$ cat config.mk
export PLATFORM = sky130hd
export DESIGN_NAME = listing_loader
export DESIGN_NICKNAME = d
export VERILOG_FILES = /design/src/rtl/listing_loader.sv
export SDC_FILE = /design/constraint.sdc
export NUM_CORES = 1
export LEC_CHECK = 0
export ABC_AREA = 0
export BUFFER_PORTS_ARGS = -buffer_cell sky130_fd_sc_hd__buf_2
export CAP_MARGIN = 20
export CORE_ASPECT_RATIO = 1.5
export CORE_MARGIN = 1.5
export CORE_UTILIZATION = 35
export DETAILED_ROUTE_END_ITERATION = 16
export REMOVE_ABC_BUFFERS = 1
export SLEW_MARGIN = 10
export SYNTH_ARGS = -nofsm -noshare
export SYNTH_HDL_FRONTEND = slang
export SYNTH_SLANG_ARGS = --single-unit
$ cat constraint.sdc
create_clock -name clk -period 2.05 [get_ports clk]
set_clock_uncertainty 0.05 [all_clocks]
set_input_delay 0 -clock clk [delete_from_list [all_inputs] [get_ports clk]]
set_output_delay 0 -clock clk [all_outputs]
set_load 0.005 [all_outputs]
$ cat src/rtl/listing_loader.sv
// rtl/listing_loader.sv - streams a listing table into CPU memory, then releases the CPU
//
// Ports:
//   clk, rst                  clock, synchronous active-high reset
//   start, abort, mode, count load control (mode/count latched when start is accepted)
//   ent_idx -> ent_addr/data  table read port, one cycle read latency
//   mem_addr/wdata/we, ack    memory write port, we held until ack
//   cpu_hold                  CPU reset hold, released after a completed load
//   busy, done, err           status (done is a 1-cycle pulse, err is sticky)
module listing_loader #(
    parameter int                ADDR_W    = 16,
    parameter int                DATA_W    = 8,
    parameter int                DEPTH     = 64,
    parameter logic [ADDR_W-1:0] BASE_ADDR = 16'h0200,
    parameter int                IDX_W     = $clog2(DEPTH)
) (
    input  logic              clk,
    input  logic              rst,
    input  logic              start,
    input  logic              abort,
    input  logic              mode,
    input  logic [IDX_W:0]    count,
    output logic [IDX_W-1:0]  ent_idx,
    input  logic [ADDR_W-1:0] ent_addr,
    input  logic [DATA_W-1:0] ent_data,
    output logic [ADDR_W-1:0] mem_addr,
    output logic [DATA_W-1:0] mem_wdata,
    output logic              mem_we,
    input  logic              mem_ack,
    output logic              cpu_hold,
    output logic              busy,
    output logic              done,
    output logic              err
);

    localparam logic [IDX_W:0] DEPTH_V = (IDX_W+1)'(DEPTH);

    typedef enum logic [2:0] {IDLE, FETCH, LATCH, WRITE, DONE} state_t;

    state_t            state, state_nx;
    logic [IDX_W-1:0]  idx;
    logic              mode_r;
    logic [IDX_W:0]    count_r;
    logic [ADDR_W-1:0] addr_r;
    logic [DATA_W-1:0] data_r;
    logic              hold_r;
    logic              err_r;

    // abort in IDLE suppresses a simultaneous start
    logic start_ok;
    logic too_many;
    logic last;

    assign start_ok = (state == IDLE) && start && !abort;
    assign too_many = (count > DEPTH_V);
    assign last     = ({1'b0, idx} == (count_r - 1'b1));

    always_ff @(posedge clk) begin
        if (rst) begin
            state   <= IDLE;
            idx     <= '0;
            mode_r  <= 1'b0;
            count_r <= '0;
            addr_r  <= '0;
            data_r  <= '0;
            hold_r  <= 1'b1;
            err_r   <= 1'b0;
        end else begin
            state <= state_nx;
            if (start_ok) begin
                mode_r  <= mode;
                count_r <= count;
                idx     <= '0;
                err_r   <= too_many;
                if (!too_many) begin
                    hold_r <= 1'b1;
                end
            end
            if (state == LATCH && !abort) begin
                data_r <= ent_data;
                // sequential address wraps modulo 2^ADDR_W by truncation
                addr_r <= mode_r ? (BASE_ADDR + ADDR_W'(idx)) : ent_addr;
            end
            if (state == WRITE && mem_ack && !abort && !last) begin
                idx <= idx + 1'b1;
            end
            if (state == DONE && !abort) begin
                hold_r <= 1'b0;
            end
        end
    end

    always_comb begin
        state_nx = state;
        case (state)
            IDLE: begin
                if (start_ok && !too_many) begin
                    state_nx = (count == '0) ? DONE : FETCH;
                end
            end
            FETCH:   state_nx = LATCH;
            LATCH:   state_nx = WRITE;
            WRITE: begin
                if (mem_ack) begin
                    state_nx = last ? DONE : FETCH;
                end
            end
            DONE:    state_nx = IDLE;
            default: state_nx = IDLE;
        endcase
        if (state != IDLE && abort) begin
            state_nx = IDLE;
        end
    end

    always_comb begin
        ent_idx   = idx;
        mem_addr  = addr_r;
        mem_wdata = data_r;
        mem_we    = (state == WRITE);
        busy      = (state == FETCH) || (state == LATCH) || (state == WRITE);
        done      = (state == DONE) && !abort;
        cpu_hold  = hold_r;
        err       = err_r;
    end

endmodule
# Word-level counts from Yosys, hierarchy flattened
# Cells that the tools add are included.
dict set report word_totals {
  wordCells 53
  ff_bits 43
}
dict set report classes {
  add_sub_neg 3
  reduce_logical 22
  n_eq_ne 8
  n_mux 11
  order_cmp 1
}
# operator n
set ops {}
lappend ops {{$mux W16} 1}
lappend ops {{$mux W3} 4}
lappend ops {{$mux W6} 2}
lappend ops {{$pmux W3 S4} 1}
lappend ops {{$add A10 B6 Y11 const A} 1}
lappend ops {{$logic_and A1 B1 Y1} 9}
lappend ops {{$eq A6 B7 Y1} 1}
lappend ops {{$gt A7 B7 Y1 const B} 1}
lappend ops {{$logic_not A7 Y1} 1}
lappend ops {{$sub A7 B1 Y7 const B} 1}
lappend ops {{$add A6 B1 Y6 const B} 1}
lappend ops {{$eq A3 B2 Y1 const B} 2}
lappend ops {{$ne A2 B1 Y1 const B} 2}
lappend ops {{$reduce_and A2 Y1} 2}
lappend ops {{$reduce_bool A2 Y1} 2}
lappend ops {{$eq A3 B1 Y1 const B} 1}
lappend ops {{$eq A3 B3 Y1 const B} 1}
lappend ops {{$logic_not A1 Y1} 3}
lappend ops {{$logic_not A3 Y1} 1}
lappend ops {{$mux W1} 3}
lappend ops {{$reduce_bool A3 Y1} 1}
lappend ops {{$logic_or A1 B1 Y1} 2}
lappend ops {{$ne A2 B2 Y1 const B} 1}
lappend ops {{$reduce_or A2 Y1} 1}

# Depth between registers and ports, before layout
# Gate-level depths: netlist of the first run.
dict set report logic_depth {
  depth_word 6
  depth_mapped 11
  mapped_depth_nobuf 8
}

# Least setup slack after synthesis of the first run
# OpenSTA, ideal clock, no wires.
dict set report synth_timing {
  path_type {register -> register}
  startpoint {register count_r[0]}
  endpoint {register idx[1], in the netlist ent_idx[1]}
  arrival_ps 1952
  synth_period_minus_slack_ps 2130
  setup_slack_ps -80
  stages_incl_launch_ff 12
  required_time_ps 1872
  setup_time_ps 128
  n_path_buf 3
  path_cell_list {dfxtp_1 buf_6 inv_1 ha_1 clkbuf_2 o21bai_1 a2111oi_0 nor3_1 a22oi_2 buf_6 mux2i_1 nor2_1}
}
dict set report synth_via {
  elab_chain_len 5
  elab_cells_between_ends 6
  classes_between {add/sub: 1; eq/ne: 1; mux: 1; reduce/logical: 3}
}
# item line_no
set synth_lines {}
lappend synth_lines {{start, declared} 43} ;# logic [IDX_W:0] count_r;
lappend synth_lines {{start signal, assigned} 72} ;# count_r <= count;
lappend synth_lines {{$sub A7 B1 Y7 (*)} 56} ;# assign last = ({1'b0, idx} == (count_r - 1'b1));
lappend synth_lines {{$eq A6 B7 Y1 (*)} 56}
lappend synth_lines {{$logic_not A1 Y1 (*)} 84} ;# if (state == WRITE && mem_ack && !abort && !last) begin
lappend synth_lines {{$logic_and A1 B1 Y1 (*)} 84}
lappend synth_lines {{$mux W6 or $reduce_bool A2 Y1 (tied branches)} -}
lappend synth_lines {{end signal, assigned} 85} ;# idx <= idx + 1'b1;
lappend synth_lines {{end, declared} 41} ;# logic [IDX_W-1:0] idx;
# Every way passes the cells marked *; elsewhere a longest branch is shown, timed or not.
# A chain may end at the register's enable or synchronous reset.

# Final worst setup path of the first run
dict set report layout_timing {
  startpoint {register count_r[0]}
  endpoint {register idx[5], in the netlist ent_idx[5]}
}
# Same word-level chain as after synthesis.

==> results of run 1 <==
==> placed cells by master (no fill, tap or decap), drive strengths merged, types with 3 or more instances in the layout <==
master / synthesis / layout
a211oi: 7 / 7
a21oi: 33 / 33
and3: 3 / 3
buf: 6 / 94
clkbuf: 13 / 6
dfxtp: 43 / 43
dlygate4sd3: 0 / 32
mux2i: 7 / 7
nand2: 46 / 46
nand3: 9 / 9
nand3b: 12 / 12
nor2: 18 / 18
nor3: 7 / 7
nor3b: 3 / 3
nor4: 3 / 3
or2: 4 / 4
or3b: 4 / 4
xnor2: 4 / 4
xor2: 3 / 3
==> sequential cells by signal, summed over array words and instances (netlist names) <==
name,count
mem_wdata,8
cpu_hold,1
mem_addr,16
state,3
ent_idx,6
err,1
count_r,7
mode_r,1
==> path summary, 6_finish.rpt <==
check | cells after the start | slack, ps | end | start
max | 10 | -10 | ent_idx[5] | count_r[0]
min | 3 | 4 | mem_addr[5] | ent_addr[5]
max reg2reg | 10 | -10 | ent_idx[5] | count_r[0]
min reg2reg | 2 | 400 | mem_addr[12] | mem_addr[12]
==> where the power goes <==
group / leakage (nW) / internal [mW] / switching [mW] / total, mW
clock: 0.0412 / 0.238 / 0.280 / 0.518
combinational: 0.910 / 0.138 / 0.106 / 0.244
sequential: 0.349 / 0.849 / 0.0195 / 0.868
total: 1.30 / 1.22 / 0.405 / 1.63
==> worst max-delay path, cell delays in order, from the launching register on <==
cell and delay, ps:
dfxtp_2 350, inv_2 50, ha_4 180, o21ba_2 220, a22oi_2 200, o2111ai_2 160
a22oi_2 290, buf_6 170, buf_6 100, nand3_2 70, a21oi_2 130
==> metal layers <==
metal	wire, um	vias up	share of wire	GRT usage
met5	0	-	0	0
met1	2399	1025	0.41	0.1876
met4	51	0	0.0088	0.04553
met3	266	5	0.046	0.03708
met2	3098	47	0.53	0.3341
li1	-	1124	-	-
==> kinds of logic after synthesis <==
kind of cell / Yosys count
AO/OA/AOI/OAI: 58
XOR/XNOR: 7
adder cells (fa/ha/maj): 2
buffers and inverters: 21
flip-flops: 43
multiplexers: 7
AND/OR/NAND/NOR: 117
==> through the flow <==
step	util	cell area (um^2)	TNS (ps)	setup slack, ps
5_1_grt	0.5493	3178	-453.3	-119.4
3_3_place_gp	0.4477	2590	-214.5	-65.47
3_5_place_dp	0.4477	2590	-548.7	-168.5
2_1_floorplan	-	1996	-28430	-1179
4_1_cts	0.5234	3028	-13.94	-13.94
6_report	0.5493	3178	-19.76	-14.03
==> what timing repair did <==
action                                 in CTS  in global routing
pin swaps                                   4                  9
gates cloned                                0                  1
hold buffers                               32                  0
resized for setup                           8                 28
endpoints found under the hold margin      33                  0
buffers inserted                            1                  3
setup endpoints to repair                   6                  6
==> area by class of cell <==
cell class	instances	area share
Timing Repair Buffer	126	0.2740
Multi-Input combinational cell	191	0.3961
Clock inverter	2	0.003937
Inverter	2	0.002362
Tap cell	72	0.02835
Clock buffer	6	0.02283
Sequential cell	43	0.2724
==> results.cfg, run 1 <==
[clock_network]
clock_sinks = 43
clock_path_buffers = 2
numCtsBuffers = 5
cts_tree = built
clk_pin_slew_worst_paths_ps = 80
root_buffer = clkbuf_8
worst_skew_pair.late_latency_ps = 290
htree_num_levels = 2

[cells_and_area]
multiInputGateArea_um2 = 1259
area_delta_synth_final_pct = 52.28
stdcell_count = 442
drive_above_1_share = 0.3649
ff_latch_area_um2 = 865.8
fin_nets = 408
n_antenna_cell = 0
num-fill-cells = 566

[detailed_routing]
wl_per_cell_um = 13.16
drtAntennaViolNets = 0
drt_iter0_drc = 70
drc_errors = 0
num_vias = 2201
drt-pass1-iter-count = 4
drt_wl_total_mm = 5.816
viasPerCell = 4.980

[yosys]
synth_area_leaders = dfxtp_1 (41%), nand2_1 (8.3%), a21oi_1 (7.9%)
synth_most_common_cell = nand2_1
synth_xor_area_frac = 0.02938
synth_area_per_cell_um2 = 8.184
async_flop_share = 0
yosysTopAreaCell = dfxtp_1
yosys.area.top_type_share = 0.4125
synth_edf_count = 0
syn_area_um2 = 2087
synth.distinct_cells = 45
synth-compound-area-share = 0.1733
synth_ff_type = dfxtp_1
synth_warnings = 0
yosys.area_share.simple = 0.2920
synth_top_family_by_area = simple AND/OR/NAND/NOR gates
synthCells = 255
synth_adder_area_share = 0.01199
synthTopCellsByCount = nand2_1 (46), dfxtp_1 (43), a21oi_1 (33), nor2_1 (18)
seq_area_frac_synth = 0.4125
ys_seq_elements = 43
muxShareOfSynthArea = 0.03357

[pwr]
power_density_nw_per_um2 = 512.7
power_mw = 1.629
p_leak_nw = 1.301
ir_drop_mv = 0.2970

[setup_path]
cp-start-kind = register
cp.arrival_ps = 2230
path_class = reg -> reg
critPathMaxFanout = 7
required_ps = 2210
cp-end-kind = register

[die]
start_util = 0.3607
die_width_um = 66.05
io_pins = 72
die_h_um = 97.58
core-area_um2 = 5786
rows = 34
die-area_um2 = 6445

[placement]
dp_cells = 398
dp_hpwl_mm = 3.787
place.gp.congestion = 0.8159
port_buffers = 71

[hold_path]
hp-class = in -> reg

[outcome]
violations = setup timing
status = finished with violations

[global_route]
antenna_found_initial = 0
overflow = 0
grt_max_degree = 44
track_usage = 0.1753
grt_pass1_vias = 2118
grt_pass1_wl_mm = 9.094

[flow_run]
maxCapViolations = 0

[timing]
max_freq_mhz = 484.5
hold_viol = 0
fin_ws_ps = -14.03
tightest_slew_ps = 819.3
report.final.slew_viol_count = 0
setup_viol = 2
slew_headroom = 0.4538
rsz0062_at_grt = yes
fin_crit_sh = 1.007
fin_crit_ps = 2064
hold_ws_ps = 4.333
Power figures use the tool's default switching activity.
==> run 2: changes to the inputs <==
--- a/config.mk
+++ b/config.mk
@@ -12,6 +12,7 @@
 export CORE_MARGIN = 1.5
 export CORE_UTILIZATION = 35
 export DETAILED_ROUTE_END_ITERATION = 16
+export RECOVER_POWER = 100
 export REMOVE_ABC_BUFFERS = 1
 export SLEW_MARGIN = 10
 export SYNTH_ARGS = -nofsm -noshare
==> results.cfg, run 2 (synthesized netlist as in run 1, its figures left out) <==
[die]
rows = 34
core-area_um2 = 5786
die_width_um = 66.05
io_pins = 72
die-area_um2 = 6445
start_util = 0.3607
die_h_um = 97.58

[global_route]
grt_max_degree = 44
track_usage = 0.1753
grt_pass1_wl_mm = 9.094
antenna_found_initial = 0
overflow = 0
grt_pass1_vias = 2118

[setup_path]
r2r_cells = 10
cp.arrival_ps = 2230
startpoint = count_r[0]
cp-end-kind = register
critPathMaxFanout = 7
cp-start-kind = register
path_class = reg -> reg
r2r-start = count_r[0]
required_ps = 2210

[cells_and_area]
area_delta_synth_final_pct = 51.68
most-common-layout-cells = buf_2 (61), nand2_1 (46), dfxtp_1 (39)
drive_above_1_share = 0.3378
num-fill-cells = 569
fin_nets = 408
layout_commonest_cell = buf_2
largest_register_ffs = 16
n_antenna_cell = 0
stdcell_count = 442

[outcome]
status = finished with violations
violations = setup timing

[hold_path]
hp-class = in -> reg
min_path_cells = 3
hp-start = ent_addr[5]

[timing]
slew_headroom = 0.4524
report.final.slew_viol_count = 0
max_freq_mhz = 484.5
hold_viol = 0
setup_viol = 2
fin_crit_ps = 2064
fin_setup_tns_ps = -19.21
rsz0062_at_grt = yes
fin_crit_sh = 1.007
tightest_slew_ps = 821.4
fin_ws_ps = -13.89

[pwr]
p_leak_nw = 1.260
ir_drop_mv = 0.2969
power_density_nw_per_um2 = 514.7

[placement]
port_buffers = 71
place.gp.congestion = 0.8159
dp_cells = 398
dp_hpwl_mm = 3.787

[detailed_routing]
wl_per_cell_um = 13.21
viasPerCell = 4.982
drtAntennaViolNets = 0
drt_wl_total_mm = 5.838
drc_errors = 0
drt-pass1-iter-count = 4
num_vias = 2202
drt_iter0_drc = 67

[clock_network]
clk_pin_slew_worst_paths_ps = 80
htree_num_levels = 2
cts_tree = built
clock_path_buffers = 2
numCtsBuffers = 5
root_buffer = clkbuf_8
worst_skew_pair.late_latency_ps = 290
clock_sinks = 43

[flow_run]
maxCapViolations = 0
[run 2: cell types whose count changed in the layout (fill, tap and decap cells not counted)]
cell / previous run / this run
clkbuf_1: 1 / 11
buf_2: 71 / 61
[run 2: critical path, stage by stage (launching register included)]
cell and delay (ps):
dfxtp_2 350, inv_2 50, ha_4 180, o21ba_2 220, a22oi_2 200, o2111ai_2 160
a22oi_2 290, buf_6 170, buf_6 100, nand3_2 70, a21oi_2 130
[run 2: power breakdown]
group          total [mW]  internal [mW]  switching, mW  leakage (nW)
Clock               0.518          0.238          0.280        0.0412
Sequential          0.868          0.849         0.0195         0.349
Combinational       0.243          0.137          0.106         0.870
Total                1.63           1.22          0.405          1.26
[run 2: path summary, 6_finish.rpt]
check | to | slack, ps
max | ent_idx[5] | -10
min | mem_addr[5] | 4
max reg2reg | ent_idx[5] | -10
min reg2reg | mem_addr[12] | 400
[run 2: repair_timing]
action / 4_1_cts / 5_1_grt
hold buffers: 32 / 0
gates cloned: 0 / 1
setup buffers: 1 / 3
endpoints found under the setup margin: 6 / 6
endpoints found under the hold margin: 33 / 0
pin swaps: 4 / 9
resized for setup: 8 / 28
[run 2: routing by layer]
metal,track usage,wire (um),vias up
met4,0.04553,51,0
li1,-,-,1125
met5,0,0,-
met3,0.03708,259,5
met2,0.3341,3092,49
met1,0.1876,2434,1023
[run 2: final cells by class]
class | instances | area (um^2) | share of cell area
Clock inverter | 2 | 12.51 | 0.003953
Clock buffer | 6 | 72.57 | 0.02292
Timing Repair Buffer | 126 | 858.3 | 0.2711
Inverter | 2 | 7.507 | 0.002372
Multi-Input combinational cell | 191 | 1259 | 0.3976
Sequential cell | 43 | 865.8 | 0.2735
Tap cell | 72 | 90.09 | 0.02846
[run 2: stage by stage]
step / power, mW / hold slack [ps] / cell area [um^2] / utilization / setup slack [ps]
final: 1.629 / 4.480 / 3166 / 0.5471 / -13.89
after global routing: 1.710 / 13.40 / 3166 / 0.5471 / -119.4
after CTS: 1.631 / 4.719 / 3028 / 0.5234 / -13.94
after detailed placement: 1.049 / 201.5 / 2590 / 0.4477 / -168.5
after global placement: 1.045 / 193.4 / 2590 / 0.4477 / -65.47
after floorplan: 0.9592 / -9.131 / 1996 / - / -1179
==> run 3: changes to the inputs <==
--- a/config.mk
+++ b/config.mk
@@ -9,7 +9,6 @@
 export BUFFER_PORTS_ARGS = -buffer_cell sky130_fd_sc_hd__buf_2
 export CAP_MARGIN = 20
 export CORE_ASPECT_RATIO = 1.5
-export CORE_MARGIN = 1.5
 export CORE_UTILIZATION = 35
 export DETAILED_ROUTE_END_ITERATION = 16
 export RECOVER_POWER = 100
==> results.cfg, run 3 (synthesized netlist as in run 1, its figures left out) <==
[setup_path]
path_class = reg -> reg
startpoint = count_r[0]
required_ps = 2210
endpoint = ent_idx[5]
cp-end-kind = register
r2r_cells = 10
critPathMaxFanout = 7
ff2ff_setup_slack_ps = 20
reg2reg_to = ent_idx[5]
cp-start-kind = register
cp.arrival_ps = 2200
r2r-start = count_r[0]

[timing]
hold_ws_ps = 43.21
tightest_slew_ps = 801.5
report.final.slew_viol_count = 0
fin_crit_sh = 0.9914
rsz0062_at_grt = yes
fin_crit_ps = 2032
hold_viol = 0
max_freq_mhz = 492.0
slew_headroom = 0.4656
setup_viol = 0

[die]
die_h_um = 96.58
die-area_um2 = 6282
io_pins = 72
rows = 34
die_width_um = 65.05
core-area_um2 = 5786
start_util = 0.3607

[hold_path]
hp-class = in -> reg

[pwr]
power_mw = 1.656
power_density_nw_per_um2 = 516.0
p_leak_nw = 1.271
ir_drop_mv = 0.3349

[cells_and_area]
layout_commonest_cell = buf_2
fin_nets = 412
area_delta_synth_final_pct = 53.78
stdcell_count = 446
largest_register_ffs = 16
most-common-layout-cells = buf_2 (57), nand2_1 (46), dfxtp_1 (39)
drive_above_1_share = 0.3342
n_antenna_cell = 0

[detailed_routing]
wl_per_cell_um = 13.24
viasPerCell = 4.928
drtAntennaViolNets = 0
drt_iter0_drc = 78
drc_errors = 0
drt_wl_total_mm = 5.906
num_vias = 2198
drt-pass1-iter-count = 4

[global_route]
grtUsageMet1 = 0.2017
antenna_found_initial = 0
grt_pass1_vias = 1970
grt.met3_usage = 0.03873
grt_pass1_wl_mm = 8.790
use_met2 = 0.3368
overflow = 0
grt_max_degree = 44
busiest_layer = met2
track_usage = 0.1820

[clock_network]
clock_path_buffers = 2
clk_pin_slew_worst_paths_ps = 80
numCtsBuffers = 5
cts_tree = built
clock_sinks = 43
root_buffer = clkbuf_8
worst_skew_pair.late_latency_ps = 290
htree_num_levels = 2

[placement]
dp_cells = 400
dp_hpwl_mm = 3.680
place.gp.congestion = 0.8574
port_buffers = 71

[outcome]
status = completed

[flow_run]
maxCapViolations = 0
## run 3: worst min-delay path by stage
| stage | depth (start not counted) | endpoint | from | slack (ps) |
|---|---|---|---|---|
| finish | 3 | state[0] | abort | 40 |
| global placement | 3 | mem_wdata[3] | ent_data[3] | 190 |
| detailed placement | 3 | mem_wdata[4] | ent_data[4] | 200 |
| CTS | 3 | state[0] | abort | 30 |
| floorplan | 1 | done | abort | -9 |
| global route | 3 | state[0] | abort | 40 |
## run 3: final cells by class
type | count | area, um^2
well taps | 72 | 90.09
clock buffers | 6 | 72.57
flip-flops and latches | 43 | 865.8
repair buffers | 130 | 882.1
fillers | 566 | 2576
clock inverters | 2 | 12.51
multi-input cells | 191 | 1279
inverters | 2 | 7.507
## run 3: report_power, final
part	switching [mW]	total [mW]	internal, mW
clock network	0.290	0.529	0.238
registers	0.0184	0.867	0.849
logic	0.113	0.260	0.147
## run 3: repair_timing
action | 4_1_cts | 5_1_grt
gates resized for setup | 9 | 28
endpoints found under the hold margin | 34 | 0
endpoints found under the setup margin | 5 | 7
hold buffers | 33 | 0
pin swaps | 6 | 9
buffers inserted | 2 | 4
## run 3: worst max-delay path, stage by stage, from the launching register on
cell,delay (ps)
dfxtp_2,330
buf_6,120
buf_4,140
nor3_1,220
xnor2_1,200
o2111ai_2,170
a22oi_2,250
buf_6,150
buf_6,90
nand3_2,70
a21oi_2,150
## run 3: through the flow
stage | setup WS (ps) | setup TNS, ps | instance area [um^2] | util
6_report | 17.59 | 0 | 3209 | 0.5547
5_1_grt | -71.91 | -346.3 | 3209 | 0.5547
4_1_cts | -23.55 | -40.35 | 3055 | 0.5281
3_5_place_dp | -107.0 | -319.3 | 2605 | 0.4503
3_3_place_gp | -49.40 | -102.4 | 2605 | 0.4503
2_1_floorplan | -1179 | -28430 | 1996 | -
## run 3: metal layers
layer	vias up	part of all wire
met5	-	0
li1	1133	-
met2	60	0.53
met4	0	0.018
met1	994	0.40
met3	11	0.045
